==> config.mk <==
export PLATFORM = sky130hd
export DESIGN_NAME = sfft_seq_ctrl
export DESIGN_NICKNAME = d
export VERILOG_FILES = /design/src/rtl/sfft_pkg.sv /design/src/rtl/sfft_tw_regfile.sv /design/src/rtl/sfft_seq_ctrl.sv
export SDC_FILE = /design/constraint.sdc
export NUM_CORES = 1
export LEC_CHECK = 0
export ABC_CLOCK_PERIOD_IN_PS = 4250
export BUFFER_PORTS_ARGS = -buffer_cell sky130_fd_sc_hd__clkbuf_2
export CORE_ASPECT_RATIO = 1.25
export CORE_MARGIN = 2
export CORE_UTILIZATION = 60
export CTS_BUF_LIST = sky130_fd_sc_hd__clkbuf_16
export DETAILED_ROUTE_END_ITERATION = 6
export PLACE_DENSITY = 0.95
export SLEW_MARGIN = 5
export SYNTH_ARGS = -nofsm -noshare
export SYNTH_HDL_FRONTEND = slang
export SYNTH_HIERARCHICAL = 1
export SYNTH_SLANG_ARGS = --single-unit
export TNS_END_PERCENT = 1
==> constraint.sdc <==
create_clock -name iClk -period 4.25 [get_ports iClk]
set_clock_uncertainty 0.15 [all_clocks]
set_input_delay 1.275 -clock iClk [delete_from_list [all_inputs] [get_ports iClk]]
set_output_delay 1.275 -clock iClk [all_outputs]
set_load 0.01 [all_outputs]
==> src/rtl/sfft_pkg.sv <==
// Shared types and constants for the stochastic FFT run sequencer.
package sfft_pkg;

    typedef enum logic [2:0] {
        IDLE = 3'd0,
        CLR  = 3'd1,
        LOAD = 3'd2,
        RUN  = 3'd3,
        DONE = 3'd4
    } sfft_state_e;

    localparam int SFFT_DEF_BITWIDTH = 8;
    localparam int SFFT_DEF_RUNLEN   = 1 << SFFT_DEF_BITWIDTH;

    // A single-stage transform still needs a one-bit index.
    function automatic int sfft_stage_w(input int log2n);
        return (log2n > 1) ? $clog2(log2n) : 1;
    endfunction

endpackage

==> src/rtl/sfft_tw_regfile.sv <==
// Per-stage twiddle storage: gated write port, combinational read by stage index.
module sfft_tw_regfile #(
    parameter int BITWIDTH = 8,
    parameter int LOG2N    = 2,
    parameter int SW       = 1
) (
    input  logic                iClk,
    input  logic                iRst,
    input  logic                iWe,
    input  logic [SW-1:0]       iWrAddr,
    input  logic [BITWIDTH-1:0] iWrReal,
    input  logic [BITWIDTH-1:0] iWrImg,
    input  logic [SW-1:0]       iRdAddr,
    output logic [BITWIDTH-1:0] oRdReal,
    output logic [BITWIDTH-1:0] oRdImg
);

    logic [BITWIDTH-1:0] real_r [LOG2N];
    logic [BITWIDTH-1:0] img_r  [LOG2N];

    // Twiddle storage; indices beyond the stage count are dropped.
    always_ff @(posedge iClk or posedge iRst) begin
        if (iRst) begin
            for (int i = 0; i < LOG2N; i++) begin
                real_r[i] <= '0;
                img_r[i]  <= '0;
            end
        end else if (iWe && (int'(iWrAddr) < LOG2N)) begin
            real_r[iWrAddr] <= iWrReal;
            img_r[iWrAddr]  <= iWrImg;
        end
    end

    // Read port for the sequencer.
    always_comb begin
        oRdReal = '0;
        oRdImg  = '0;
        if (int'(iRdAddr) < LOG2N) begin
            oRdReal = real_r[iRdAddr];
            oRdImg  = img_r[iRdAddr];
        end else begin
            oRdReal = '0;
            oRdImg  = '0;
        end
    end

endmodule

==> src/rtl/sfft_seq_ctrl.sv <==
// Run sequencer for the stochastic FFT butterfly array: clear, twiddle load, bitstream run, done.
// Optional per-run length input enabled by defining SFFT_CTRL_RUNLEN_EN.
module sfft_seq_ctrl
    import sfft_pkg::*;
#(
    parameter int  BITWIDTH = 8,
    parameter int  LOG2N    = 2,
    localparam int SW       = sfft_stage_w(LOG2N)
) (
    input  logic                iClk,
    input  logic                iRst,
    input  logic                iStart,
`ifdef SFFT_CTRL_RUNLEN_EN
    input  logic [BITWIDTH:0]   iRunLen,
`endif
    output logic                oReady,
    input  logic                iAbort,
    input  logic                iTwWe,
    input  logic [SW-1:0]       iTwAddr,
    input  logic [BITWIDTH-1:0] iTwReal,
    input  logic [BITWIDTH-1:0] iTwImg,
    output logic                oClr,
    output logic                oLoadW,
    output logic [SW-1:0]       oStage,
    output logic [BITWIDTH-1:0] oWReal,
    output logic [BITWIDTH-1:0] oWImg,
    output logic                oEn,
    output logic [BITWIDTH:0]   oCycCnt,
    output logic                oDone
);

    localparam logic [BITWIDTH:0] RUNLEN_DEF = {1'b1, {BITWIDTH{1'b0}}};
    localparam logic [BITWIDTH:0] CNT_ONE    = (BITWIDTH+1)'(1);
    localparam logic [SW-1:0]     LAST_STAGE = SW'(LOG2N - 1);
    localparam logic [SW-1:0]     STAGE_ONE  = SW'(1);

    sfft_state_e         state_r;
    logic [SW-1:0]       stage_r;
    logic [BITWIDTH:0]   runlen_r;
    logic [BITWIDTH:0]   runlen_sel_s;
    logic [SW-1:0]       rd_addr_s;
    logic [BITWIDTH-1:0] rd_real_s;
    logic [BITWIDTH-1:0] rd_img_s;
    logic                tw_we_s;

    // Host writes land only while idle, so a run always sees a stable table.
    assign tw_we_s = iTwWe & oReady;

    sfft_tw_regfile #(
        .BITWIDTH(BITWIDTH),
        .LOG2N   (LOG2N),
        .SW      (SW)
    ) u_tw (
        .iClk   (iClk),
        .iRst   (iRst),
        .iWe    (tw_we_s),
        .iWrAddr(iTwAddr),
        .iWrReal(iTwReal),
        .iWrImg (iTwImg),
        .iRdAddr(rd_addr_s),
        .oRdReal(rd_real_s),
        .oRdImg (rd_img_s)
    );

`ifdef SFFT_CTRL_RUNLEN_EN
    // A zero request selects the full 2^BITWIDTH run.
    always_comb begin
        runlen_sel_s = RUNLEN_DEF;
        if (iRunLen == '0) begin
            runlen_sel_s = RUNLEN_DEF;
        end else begin
            runlen_sel_s = iRunLen;
        end
    end
`else
    assign runlen_sel_s = RUNLEN_DEF;
`endif

    // Read address looks one stage ahead because the load outputs are registered.
    always_comb begin
        rd_addr_s = '0;
        if (state_r == LOAD) begin
            rd_addr_s = stage_r + STAGE_ONE;
        end else begin
            rd_addr_s = '0;
        end
    end

    // Sequencer state, counter and registered array controls.
    always_ff @(posedge iClk or posedge iRst) begin
        if (iRst) begin
            state_r  <= IDLE;
            stage_r  <= '0;
            runlen_r <= RUNLEN_DEF;
            oReady   <= 1'b1;
            oClr     <= 1'b0;
            oLoadW   <= 1'b0;
            oStage   <= '0;
            oWReal   <= '0;
            oWImg    <= '0;
            oEn      <= 1'b0;
            oCycCnt  <= '0;
            oDone    <= 1'b0;
        end else if (iAbort && (state_r != IDLE)) begin
            state_r <= IDLE;
            stage_r <= '0;
            oReady  <= 1'b1;
            oClr    <= 1'b0;
            oLoadW  <= 1'b0;
            oStage  <= '0;
            oWReal  <= '0;
            oWImg   <= '0;
            oEn     <= 1'b0;
            oDone   <= 1'b0;
        end else begin
            case (state_r)
                IDLE: begin
                    if (iStart) begin
                        state_r  <= CLR;
                        runlen_r <= runlen_sel_s;
                        oReady   <= 1'b0;
                        oClr     <= 1'b1;
                        oCycCnt  <= '0;
                    end
                end
                CLR: begin
                    state_r <= LOAD;
                    stage_r <= '0;
                    oClr    <= 1'b0;
                    oLoadW  <= 1'b1;
                    oStage  <= '0;
                    oWReal  <= rd_real_s;
                    oWImg   <= rd_img_s;
                end
                LOAD: begin
                    if (stage_r == LAST_STAGE) begin
                        state_r <= RUN;
                        stage_r <= '0;
                        oLoadW  <= 1'b0;
                        oStage  <= '0;
                        oWReal  <= '0;
                        oWImg   <= '0;
                        oEn     <= 1'b1;
                        oCycCnt <= '0;
                    end else begin
                        stage_r <= stage_r + STAGE_ONE;
                        oStage  <= stage_r + STAGE_ONE;
                        oWReal  <= rd_real_s;
                        oWImg   <= rd_img_s;
                    end
                end
                RUN: begin
                    if (oCycCnt == (runlen_r - CNT_ONE)) begin
                        state_r <= DONE;
                        oEn     <= 1'b0;
                        oDone   <= 1'b1;
                        oCycCnt <= runlen_r;
                    end else begin
                        oCycCnt <= oCycCnt + CNT_ONE;
                    end
                end
                DONE: begin
                    state_r <= IDLE;
                    oDone   <= 1'b0;
                    oReady  <= 1'b1;
                end
                default: begin
                    state_r <= IDLE;
                    stage_r <= '0;
                    oReady  <= 1'b1;
                    oClr    <= 1'b0;
                    oLoadW  <= 1'b0;
                    oStage  <= '0;
                    oWReal  <= '0;
                    oWImg   <= '0;
                    oEn     <= 1'b0;
                    oDone   <= 1'b0;
                end
            endcase
        end
    end

endmodule

==> results.md, run 1 <==
Status:
- The run finished with clean final reports.

Critical path:
- The reg-to-reg startpoint is oCycCnt[0].
- The slack of the worst reg-to-reg path is 2010 ps.
- In this run the worst setup path terminates at oWImg[2].
- The launch point of the worst path is iAbort.
- The worst register-to-register path ends at oCycCnt[7].
- On the worst path, the slowest cell contributes a delay of 660 ps.
- STA puts the critical path data arrival time at 2770 ps.
- The worst setup path is launched from an input pin.
- The slowest cell on the critical path is sky130_fd_sc_hd__o22ai_2.
- The required time at the endpoint of the critical path is 4360 ps.
- The worst setup path is of the input pin to register kind.
- STA classifies the critical path endpoint as a register.
- The peak fanout along the critical path is 16.
- The critical path goes through clkbuf_2 > nor2b_1 > a21oi_1 > o22ai_2 > a22o_1.
- The number of cells traversed by the worst register-to-register path is 8.

Clock network:
- Clock tree synthesis selected as its root buffer the cell sky130_fd_sc_hd__clkbuf_16.
- The CTS sink count is 66.
- For this design, the CTS-stage hold fixing added 0 buffers.
- In this run the deepest clock path goes through 2 buffers.
- TritonCTS built the clock tree.
- The clock insertion delay at the later pin of the skew report is 330 ps.
- The number of gates resized after CTS was 0.
- In this run, CTS created clock tree buffers numbering 9.
- The H-tree generated during clock tree synthesis spans 3 levels.
- The post-CTS setup buffer count is 0.
- The clock transition at the register clock pins on the worst setup and hold paths after CTS is 50 ps.

Layout:
- The library cell used most frequently in the layout, excluding fill and tap cells, is sky130_fd_sc_hd__dfrtp_1.
- The top cell types in the final layout, fill and taps aside, are 65 x sky130_fd_sc_hd__dfrtp_1, 52 x sky130_fd_sc_hd__clkbuf_2, 38 x sky130_fd_sc_hd__mux2_2.
- The synthesis-to-layout area growth is 17.77%.
- The total inserted antenna cells is 0.
- Cells with a size suffix above 1 make up 43.05% of the layout.
- The final layout contains 321 nets.
- Measured on the finished design, the core utilization comes to 73.16%.
- The final non-filler cell total is 364.
- The layout has 334 filler cells.

Die:
- The number of rows in the core area is 29.
- The floorplan step defined a die boundary enclosing 0.005819 sq mm.
- The floorplan step set the die height to 84.79 um.
- From left edge to right edge, the die measures 68.63 um.
- For this design the top-level I/O count stands at 53.
- The effective utilization at floorplan is 62.12%.
- The floorplan core area is 0.005044 sq mm.

Placement:
- The HPWL after detailed placement is 4281 um.
- The number of cells after detailed placement is 348.
- The count of buffers added on input and output ports is 52.
- The routability-driven placement congestion ratio is 0.8820.

GRT:
- The total overflow left after global routing is 0.
- The number of global-route vias before repair came to 2,247.
- The total global routing track utilization is 25.43%.
- Entering global routing, the biggest net connects 33 pins.
- The first global-routing pass estimated 10,870 um of wire.
- The number of antenna violations at the first check in global routing is 0.

Power:
- The maximum resistive drop on vdd is 0.0006382 V.
- The leakage power is 1.744 nW.
- Dividing total power by cell area gives a power density of 700.5 mW/mm^2.

Yosys:
- Counting flops with a built-in enable in the synthesized netlist gives 0.
- The count of distinct cell types in the synthesized netlist is 48.
- The post-synthesis instance area is 0.003133 sq mm.
- Counting flops with an async set or reset pin after synthesis yields a share of 100.0%.
- Yosys attributes the largest share of cell area to sky130_fd_sc_hd__dfrtp_1 52%, sky130_fd_sc_hd__mux2_2 14%, sky130_fd_sc_hd__mux2_4 5.3%.
- Among all flip-flop cells after synthesis, the most frequent one is sky130_fd_sc_hd__dfrtp_1.
- The count of yosys warnings during synthesis is 6.
- The share of the synthesized area in the top cell type is 51.92%.
- Counting every net in the synthesized netlist gives 269.
- The cell type with the largest total area after synthesis is sky130_fd_sc_hd__dfrtp_1.
- In the synthesized netlist, the number of instances is 245.
- For this run, the register share of the synthesized area comes to 52.76%.
- In this run, synthesis produced a sequential element count of 66.
- In this run the mean area of a mapped cell was 12.79 sq um.

Timing:
- The final cycle utilization of the critical path is 62.62%.
- The final max-slew violation count came to 0.
- At the pin with the least slew margin, the transition time is 1113 ps.
- The setup-violating endpoint count in the final report is 0.
- In this run the tightest slew margin relative to its limit is 25.71%.
- For the final routed database, the setup TNS stands at 0 ps.
- The number of failing hold endpoints at the final stage came to 0.
- Setup repair after global routing left no endpoint under its margin.
- The achievable clock frequency is 0.3758 GHz.
- For the finished layout, the period the worst path requires is 2661 ps.

Drt:
- In this run the remaining antenna-violating nets after routing total 0.
- The routed design has 6452 um of wire.
- The via count is 2,150.
- The final routed DRC violation total is 0.
- Dividing the detail-routed via count by the number of cells gives 5.907.
- The detailed router finished its first iteration with 132 violations.
- The first detailed-routing pass ran for 4 iterations.
- The wire length per cell after detailed routing is 17.73 um.

Min path:
- The class of the most critical hold timing path is register to register.
- The startpoint identified for the worst hold timing path is u_tw/img_r[1].

Job:
- The tool flagged a number of max-cap violations equal to 0.
-- cell type report --
| cell class | instances | area [sq um] | area share (%) |
|---|---|---|---|
| Clock buffer | 9 | 225.2 | 6.104 |
| Clock inverter | 7 | 70.07 | 1.899 |
| Inverter | 7 | 26.28 | 0.7121 |
| Multi-Input combinational cell | 157 | 1348 | 36.52 |
| Sequential cell | 66 | 1653 | 44.79 |
| Tap cell | 62 | 77.57 | 2.102 |
| Timing Repair Buffer | 56 | 290.3 | 7.867 |
-- cells in the mapped netlist, types with 2 or more instances --
| library cell | number |
|---|---|
| sky130_fd_sc_hd__dfrtp_1 | 65 |
| sky130_fd_sc_hd__mux2_2 | 38 |
| sky130_fd_sc_hd__a22o_1 | 18 |
| sky130_fd_sc_hd__mux2_4 | 11 |
| sky130_fd_sc_hd__nand2_1 | 11 |
| sky130_fd_sc_hd__nand2b_1 | 8 |
| sky130_fd_sc_hd__nor2_1 | 8 |
| sky130_fd_sc_hd__a21oi_1 | 7 |
| sky130_fd_sc_hd__buf_2 | 7 |
| sky130_fd_sc_hd__o21ai_0 | 7 |
| sky130_fd_sc_hd__inv_1 | 6 |
| sky130_fd_sc_hd__o31ai_1 | 5 |
| sky130_fd_sc_hd__nand3_1 | 4 |
| sky130_fd_sc_hd__buf_6 | 3 |
| sky130_fd_sc_hd__o21ai_1 | 3 |
| sky130_fd_sc_hd__a32o_1 | 2 |
| sky130_fd_sc_hd__and3_1 | 2 |
| sky130_fd_sc_hd__buf_4 | 2 |
| sky130_fd_sc_hd__clkbuf_1 | 2 |
| sky130_fd_sc_hd__ha_1 | 2 |
| sky130_fd_sc_hd__mux2i_1 | 2 |
| sky130_fd_sc_hd__nor3_1 | 2 |
| sky130_fd_sc_hd__nor3_4 | 2 |
| sky130_fd_sc_hd__o21bai_1 | 2 |
| sky130_fd_sc_hd__o22ai_1 | 2 |
| sky130_fd_sc_hd__or2_1 | 2 |
-- stage by stage --
step / worst slack [ps] / total power, mW / hold slack, ps / instance area, sq um
after floorplan: 1861 / 1.631 / 323.6 / 3133
after global placement: 1342 / 1.807 / 331.3 / 3395
after detailed placement: 1299 / 1.858 / 337.3 / 3395
after CTS: 1610 / 2.598 / 349.1 / 3690
after global routing: 1457 / 2.722 / 371.5 / 3690
final: 1589 / 2.585 / 348.7 / 3690
-- worst min path at each step --
stage / end / cells after the start
final: u_tw/img_r[1] / 1
after global routing: u_tw/real_r[14] / 1
after CTS: u_tw/img_r[1] / 1
after detailed placement: u_tw/img_r[1] / 1
after global placement: u_tw/img_r[6] / 1
after floorplan: u_tw/img_r[0] / 1
-- logic make-up (layout without fill, tap and decap cells) --
family / after synthesis / count (layout) / share of synthesized area [%]
buffers and inverters: 22 / 79 / 4.393
AO/OA/AOI/OAI: 56 / 56 / 13.58
flip-flops: 66 / 66 / 52.76
multiplexers: 51 / 51 / 19.57
XOR/XNOR: 1 / 1 / 0.2796
AND/OR/NAND/NOR: 47 / 47 / 8.627
adder cells (fa/ha/maj): 2 / 2 / 0.7986
-- report_power, final --
part           switching, mW  leakage [nW]  internal (mW)
clock                  0.272         0.135          0.451
combinational          0.352         0.781          0.443
sequential             0.176         0.828          0.891
total                  0.800          1.74           1.79
-- per-layer routing --
metal,vias up,track usage [%],share of wire [%]
met3,16,6.971,4.4
met5,-,0,0
met4,0,10.73,2.2
met1,1077,32.00,41
met2,57,40.56,52
li1,1000,-,-
-- registers in the layout, indices dropped and copies added (netlist names), 3 cells and up --
name and flops:
oWImg 8, oCycCnt 9, oWReal 8, u_tw/real_r 16
u_tw/img_r 16, state_r 3
-- critical path: cells and delay by family --
kind                   cells  cell delay (ps)
buffers and inverters      1              200
and+or+nand+nor            1              240
AOI/OAI and AO/OA          3             1050
Power figures use the tool's default switching activity.
==> run 2: changes to the inputs <==
- ABC_CLOCK_PERIOD_IN_PS: 4250 -> 2400
- CORE_UTILIZATION: 60 -> 50
- PLACE_DENSITY: 0.95 -> 0.87
- clock period: 4.25 -> 2.4 ns (I/O delays scaled with it)
==> run 2 against run 1 <==
Compared with the run above: sequential share of layout area is 0.48 points lower; die area grew 19%; worst setup slack worse by 1400 ps; flip-flop and latch count did not move; design area increased by 1.1%; largest cell class unchanged.
==> results.md, run 2 (same netlist as run 1, synthesis figures left out) <==
Drt:
- The wire length per cell after detailed routing is 16.52 um.
- Before antenna repair, the detailed router went through 4 iterations.
- The total wire length is 6491 um.
- In this run the remaining antenna-violating nets after routing total 0.
- Across all layers, the routed design uses 2,175 vias.
- The final routed DRC violation total is 0.
- The number of violations reported at the end of detailed-routing iteration 0 is 112.
- Using the TritonRoute via totals, the vias-per-cell ratio works out to 5.534.

Placement:
- The HPWL after detailed placement is 4409 um.
- In this run the tool buffered the top-level ports with 52 buffer cells.
- The congestion estimate from routability-driven global placement came to 0.8318.
- The number of cells after detailed placement is 378.
- The total placed instance area is 0.003476 sq mm.

Status:
- The run finished with clean final reports.

Clock network:
- The clock net in this run drives a total of 66 sinks.
- The CTS buffer count is 9.
- The root cell of the clock tree is sky130_fd_sc_hd__clkbuf_16.
- The clock passes through at most 2 buffers.
- The clock transition at the register clock pins on the worst setup and hold paths after CTS is 50 ps.
- Buffers inserted to repair hold after CTS numbered 0.
- The number of levels in the clock H-tree is 3.
- The clock tree from TritonCTS is yes.
- Clock latency on the worst-skew pair, taken at its later pin, is 320 ps.

GRT:
- The number of global-route vias before repair was 2,335.
- The number of antenna violations at the first check in global routing is 0.
- The largest net degree at the start of global routing is 35.
- The first global-routing pass estimated 10,940 um of wire.
- Across every metal layer, demand over resource in global routing totals 20.89%.
- After global routing the overflow that remains totals 0.

Power:
- The combinational share of power is 32.1%.
- The switching fraction of total power is 31.10%.
- For this design the total switching power over the nets is 1.378 mW.
- The leakage power is 1.773 nW.
- After layout, the design draws a total of 4.430 mW.
- VDD sags by at most 0.0006965 V.
- Power spread over the standard cell area amounts to 1188 mW/mm^2.
- Of the total power, registers draw 42.7%.
- The internal power is 3.052 mW.
- The clock network burns 25.2% of the power.

Critical path:
- The largest stage delay on the critical path is 430 ps.
- The number of cells traversed by the worst register-to-register path is 8.
- The slowest cell on the critical path is sky130_fd_sc_hd__dfrtp_1.
- The required time at the endpoint of the critical path is 2450 ps.
- The capture point of the worst reg-to-reg path is oCycCnt[7].
- Traced cell by cell, the critical path runs through ha_1 > nand3_1 > nor3_1 > ha_2 > nand4bb_1 > a41oi_1 > o31ai_2 > o41ai_2.
- Along the worst path, the maximum fanout reaches 6.
- The data arrival time of the worst path is 2240 ps.
- The number of buffers and inverters on the critical path is 0.
- The capturing element type of the critical path is a register.
- The category of cells accounting for the largest share of critical-path delay is simple AND/OR/NAND/NOR gates.
- The worst register-to-register path begins at oCycCnt[0].
- The slack of the worst reg-to-reg path is 200 ps.
- The worst setup path is of the register to register kind.
- The worst setup path is launched from a register.

Layout:
- The top cell types in the final layout, fill and taps aside, are 65 x sky130_fd_sc_hd__dfrtp_1, 52 x sky130_fd_sc_hd__clkbuf_2, 38 x sky130_fd_sc_hd__mux2_2.
- Compared with the post-synthesis result, the final layout area differs by 19.05%.
- The final non-filler cell total is 393.
- The number of antenna diodes in the final layout is 0.
- In the final layout, the registers with the most flip-flops are u_tw/img_r: 16 flops, u_tw/real_r: 16 flops, oCycCnt: 9 flops.
- At the end of the flow, the number of nets in the layout was 328.
- The area taken by flip-flops and latches is 0.001653 sq mm.
- Fill cells in the final layout number 480.
- The fraction of layout instances using a drive strength above 1 is 43.83%.
- The library cell used most frequently in the layout, excluding fill and tap cells, is sky130_fd_sc_hd__dfrtp_1.
- In the final layout, the multi-input gates occupy 0.001350 sq mm.
- The area of all placed cells without fillers is 0.003730 sq mm.

Timing:
- The worst path needs 2195 ps of the cycle, external delays included.
- Measured against its own limit, the worst slew margin works out to 51.69%.
- For the pin with the worst max-slew slack, the measured transition is 724.6 ps.
- The setup TNS is 0 ps.
- The achievable clock frequency is 0.4555 GHz.
- The final max-slew violation count is 0.
- Setup repair after global routing left no endpoint under its margin.
- The number of failing hold endpoints at the final stage was 0.
- Setup violations remaining at the end of the flow were counted as 0.
- The minimum hold slack is 318.6 ps.
- Of the available clock period, the critical path in the final layout requires 91.48%.

Job:
- The max-capacitance violation count is 0.

Die:
- Row generation in the floorplan step produced 32 rows.
- In this run the vertical extent of the chip is 92.50 um.
- The region available for standard cell placement spans 0.006126 sq mm.
- In this run the count of I/O pins placed on the die edge is 53.
- The overall die area is 0.006919 sq mm.
- Once the floorplan was initialized, standard cells occupied 51.14% of the core.
- The die width is 74.80 um.

Min path:
- The worst hold path belongs to the class input pin to async pin.
-- run 2: changes by cell type in the layout (fill, tap and decap cells not counted) --
cell	delta
sky130_fd_sc_hd__buf_4	+7
sky130_fd_sc_hd__clkinvlp_4	-3
sky130_fd_sc_hd__clkinv_2	+2
sky130_fd_sc_hd__bufinv_16	-1
sky130_fd_sc_hd__clkinv_1	+1
sky130_fd_sc_hd__clkinv_4	-1
sky130_fd_sc_hd__ha_1	-1
sky130_fd_sc_hd__ha_2	+1
sky130_fd_sc_hd__inv_1	+1
-- run 2: how the worst max path moves through the flow --
stage	from	endpoint	depth (start not counted)
after floorplan	state_r[2]	oWImg[5]	7
final	oCycCnt[0]	oCycCnt[7]	8
after detailed placement	iAbort	oWImg[6]	5
after CTS	oCycCnt[0]	oCycCnt[7]	8
after global placement	oCycCnt[0]	oCycCnt[7]	8
after global routing	oCycCnt[0]	oCycCnt[5]	8
-- run 2: worst min-delay path: cells and delay by family --
family | cells | cell delay, ps
buffers and inverters | 3 | 490
-- run 2: final cells by class --
class	instances	share of cell area [%]
repair buffers	63	9.192
inverters	7	0.7045
clock inverters	6	0.7045
well taps	85	2.851
multi-input cells	157	36.20
clock buffers	9	6.038
flip-flops and latches	66	44.31
-- run 2: layer usage --
metal | global-route usage (%) | vias to the layer above | part of all wire, %
met5 | 0 | - | 0
li1 | - | 1011 | -
met3 | 7.182 | 11 | 5.7
met1 | 25.07 | 1084 | 40
met2 | 34.14 | 69 | 52
met4 | 7.887 | 0 | 1.9
-- run 2: what timing repair did --
| action | CTS | global route |
|---|---|---|
| gates resized for setup | 0 | 1 |
| endpoints found under the setup margin | 0 | 2 |
| buffers inserted | 0 | 0 |
-- run 2: through the flow --
step | utilization (%) | worst slack [ps]
floorplan | - | 249.6
global placement | 56.74 | 224.5
detailed placement | 56.74 | 159.9
CTS | 60.85 | 146.3
global route | 60.89 | 18.70
finish | 60.89 | 204.6
-- run 2: power by group through the flow --
stage          sequential [mW]  combinational, mW  clock [mW]
2_1_floorplan             1.87               1.02           0
3_3_place_gp              1.87               1.37           0
3_5_place_dp              1.89               1.43           0
4_1_cts                   1.89               1.44        1.14
5_1_grt                   1.95               1.54        1.19
6_report                  1.89               1.42        1.12
==> run 3: changes to the inputs <==
- CORE_ASPECT_RATIO: 1.25 -> default
- SETUP_SLACK_MARGIN: default -> 0.5
==> run 3 against run 2 <==
Compared with the run above: final cell count is 2.0% lower; count of clock-buffer cells in the layout stayed put; non-clock buffer count is 1 higher; worst hold slack better by 1.2 ps; fmax is 6.4% higher; global-route usage is 0.16 points higher; first-iteration DRC count is 37% higher; critical endpoint is now oCycCnt[5].
==> results.md, run 3 (same netlist as run 1, synthesis figures left out) <==
Clock network:
- Buffers inserted during clock tree synthesis total 9.
- The largest buffer count on any clock path is 2.
- The hold-fix buffer count after cts is 0.
- The clock tree from TritonCTS is yes.
- In this run the clock root is driven by a sky130_fd_sc_hd__clkbuf_16.
- Clock tree synthesis found a total of 66 sinks.
- The number of levels in the clock H-tree is 3.
- The clock transition at the register clock pins on the worst setup and hold paths after CTS is 60 ps.
- The clock insertion delay at the later pin of the skew report is 320 ps.

Timing:
- Setup repair after global routing could not meet its margin everywhere.
- The number of failing hold endpoints at the final stage is 0.
- Setup violations remaining at the end of the flow were counted as 0.
- Headroom to the max-slew limit came out at 63.84%.
- Of the available clock period, the critical path in the final layout requires 86.00%.
- The achievable clock frequency is 0.4845 GHz.
- The final max-slew violation count is 0.
- At the pin with the least slew margin, the transition time is 542.4 ps.
- The worst path needs 2064 ps of the cycle, external delays included.
- For the final routed database, the setup TNS stands at 0 ps.

GRT:
- The first global-routing pass estimated 11,390 um of wire.
- The largest net degree at the start of global routing is 35.
- The number of global-route vias before repair is 2,210.
- The met2 demand-to-capacity share in global routing is 31.60%.
- Summed over all layers, the global routing overflow is 0.
- In the global route stage, met3 resource usage came out at 4.473%.
- The global routing met1 resource utilization is 28.34%.
- The global routing stage identified its most utilized layer as met2.
- The number of antenna violations at the first check in global routing came to 0.
- Global routing consumed, over all layers together, 21.05% of the routing resources.

Layout:
- The post-layout net count is 329.
- Leaving out filler cells and counting taps, the final layout contains 385.
- The fraction of layout instances using a drive strength above 1 is 49.35%.
- The final design utilization is 64.45%.
- The top cell types in the final layout, fill and taps aside, are 57 x sky130_fd_sc_hd__dfrtp_1, 52 x sky130_fd_sc_hd__clkbuf_2, 38 x sky130_fd_sc_hd__mux2_2.
- The largest registers in the layout are u_tw/img_r: 16 flops, u_tw/real_r: 16 flops, oCycCnt: 9 flops.
- The area growth from synthesis to layout is 23.24%.
- The total inserted antenna cells is 0.
- The finished cells cover 0.003861 sq mm.
- The library cell used most frequently in the layout, excluding fill and tap cells, is sky130_fd_sc_hd__dfrtp_1.

Drt:
- The routed layout has 2,211 vias.
- The count of nets left with antenna violations once routing finished came out at 0.
- The number of violations reported at the end of detailed-routing iteration 0 is 153.
- The first-pass iteration count of the detailed router is 4.
- After detailed routing, the average wire length per cell comes to 18.71 um.
- The number of vias per cell after detailed routing is 5.743.
- The final routed DRC violation total is 0.
- The total wire length is 7205 um.

Die:
- The number of rows in the core area is 28.
- The floorplan step set the die width to 83.16 um.
- The overall die area is 0.006916 sq mm.
- The effective utilization at floorplan is 52.30%.
- The die span in y is 83.16 um.
- After floorplanning, the core was sized to cover 0.005991 sq mm.
- 53 I/O pins were placed.

Critical path:
- The category of cells accounting for the largest share of critical-path delay is simple AND/OR/NAND/NOR gates.
- Along the worst path, the maximum fanout reaches 5.
- The largest individual stage delay along the critical path comes from the cell sky130_fd_sc_hd__dfrtp_2.
- By startpoint and endpoint, the worst setup path is classified as register to register.
- The critical path goes through ha_4 > nand3_4 > nor3_4 > ha_4 > nand4bb_4 > a21oi_1 > o31ai_1 > o31ai_1.
- STA classifies the critical path endpoint as a register.
- In this design, the stage delay of the slowest critical-path cell is 410 ps.
- The data arrival time of the worst path is 2100 ps.
- The worst setup path is launched from a register.
- For the worst setup path, the data required time is 2430 ps.
- The critical path contains buffers and inverters numbering 0 combined.

Power:
- The areal power density over the cells is 1195 mW/mm^2.
- The maximum resistive drop on vdd is 0.0005395 V.
- The analysis attributes to cell leakage a power of 1.788 nW.

Placement:
- The HPWL after detailed placement is 4329 um.
- The number of input and output port buffers inserted is 52.
- The number of cells after detailed placement is 366.
- The routability-driven placement congestion ratio is 0.8593.
- The total placed instance area is 0.003488 sq mm.

Status:
- The run finished with clean final reports.

Job:
- Across the run, the number of max-cap violations was 0.

Min path:
- The tightest min-delay check is of the input pin to async pin type.
## run 3: cell type report
| cell class | count | area, sq um |
|---|---|---|
| Fill cell | 425 | 2130 |
| Sequential cell | 66 | 1663 |
| Multi-Input combinational cell | 157 | 1439 |
| Timing Repair Buffer | 64 | 354.1 |
| Clock buffer | 9 | 225.2 |
| Tap cell | 75 | 93.84 |
| Clock inverter | 7 | 60.06 |
| Inverter | 7 | 26.28 |
## run 3: metrics by stage
step	setup slack, ps	hold slack, ps	total power [mW]
after detailed placement	108.4	339.5	3.312
final	335.9	319.8	4.615
after global placement	174.3	331.1	3.232
after global routing	252.2	361.8	4.858
after floorplan	450.3	323.6	2.907
after CTS	425.7	333.3	4.609
## run 3: routing by layer
layer | share of wire (%) | up-vias
met5 | 0 | -
met4 | 2.6 | 0
met3 | 4.5 | 12
met2 | 49 | 77
met1 | 44 | 1098
li1 | - | 1024
## run 3: worst min-delay path, cell delays in order
cell                       delay (ps)
sky130_fd_sc_hd__clkbuf_2          90
sky130_fd_sc_hd__inv_1             50
sky130_fd_sc_hd__buf_4            360
## run 3: power by group
part	internal [mW]	switching [mW]	leakage (nW)
sequential	1.58	0.309	0.816
clock	0.790	0.465	0.140
combinational	0.817	0.651	0.832
total	3.19	1.43	1.79
## run 3: path summary, 6_finish.rpt
path / start / to / slack, ps / cells after the start
setup / recovery: oCycCnt[1] / oCycCnt[5] / 340 / 8
hold / removal: iRst / u_tw/real_r[8] / 320 / 3
setup reg to reg: oCycCnt[1] / oCycCnt[5] / 340 / 8
hold reg to reg: u_tw/real_r[5] / u_tw/real_r[5] / 350 / 1
max in group asynchronous: iRst / oReady / 1420 / 3
min in group iClk: u_tw/real_r[5] / u_tw/real_r[5] / 350 / 1
## run 3: repair_timing
item                                    CTS  global route
gates resized for setup                   8             7
setup buffers                             2             1
pin swaps                                 5             4
endpoints found under the setup margin   25            33
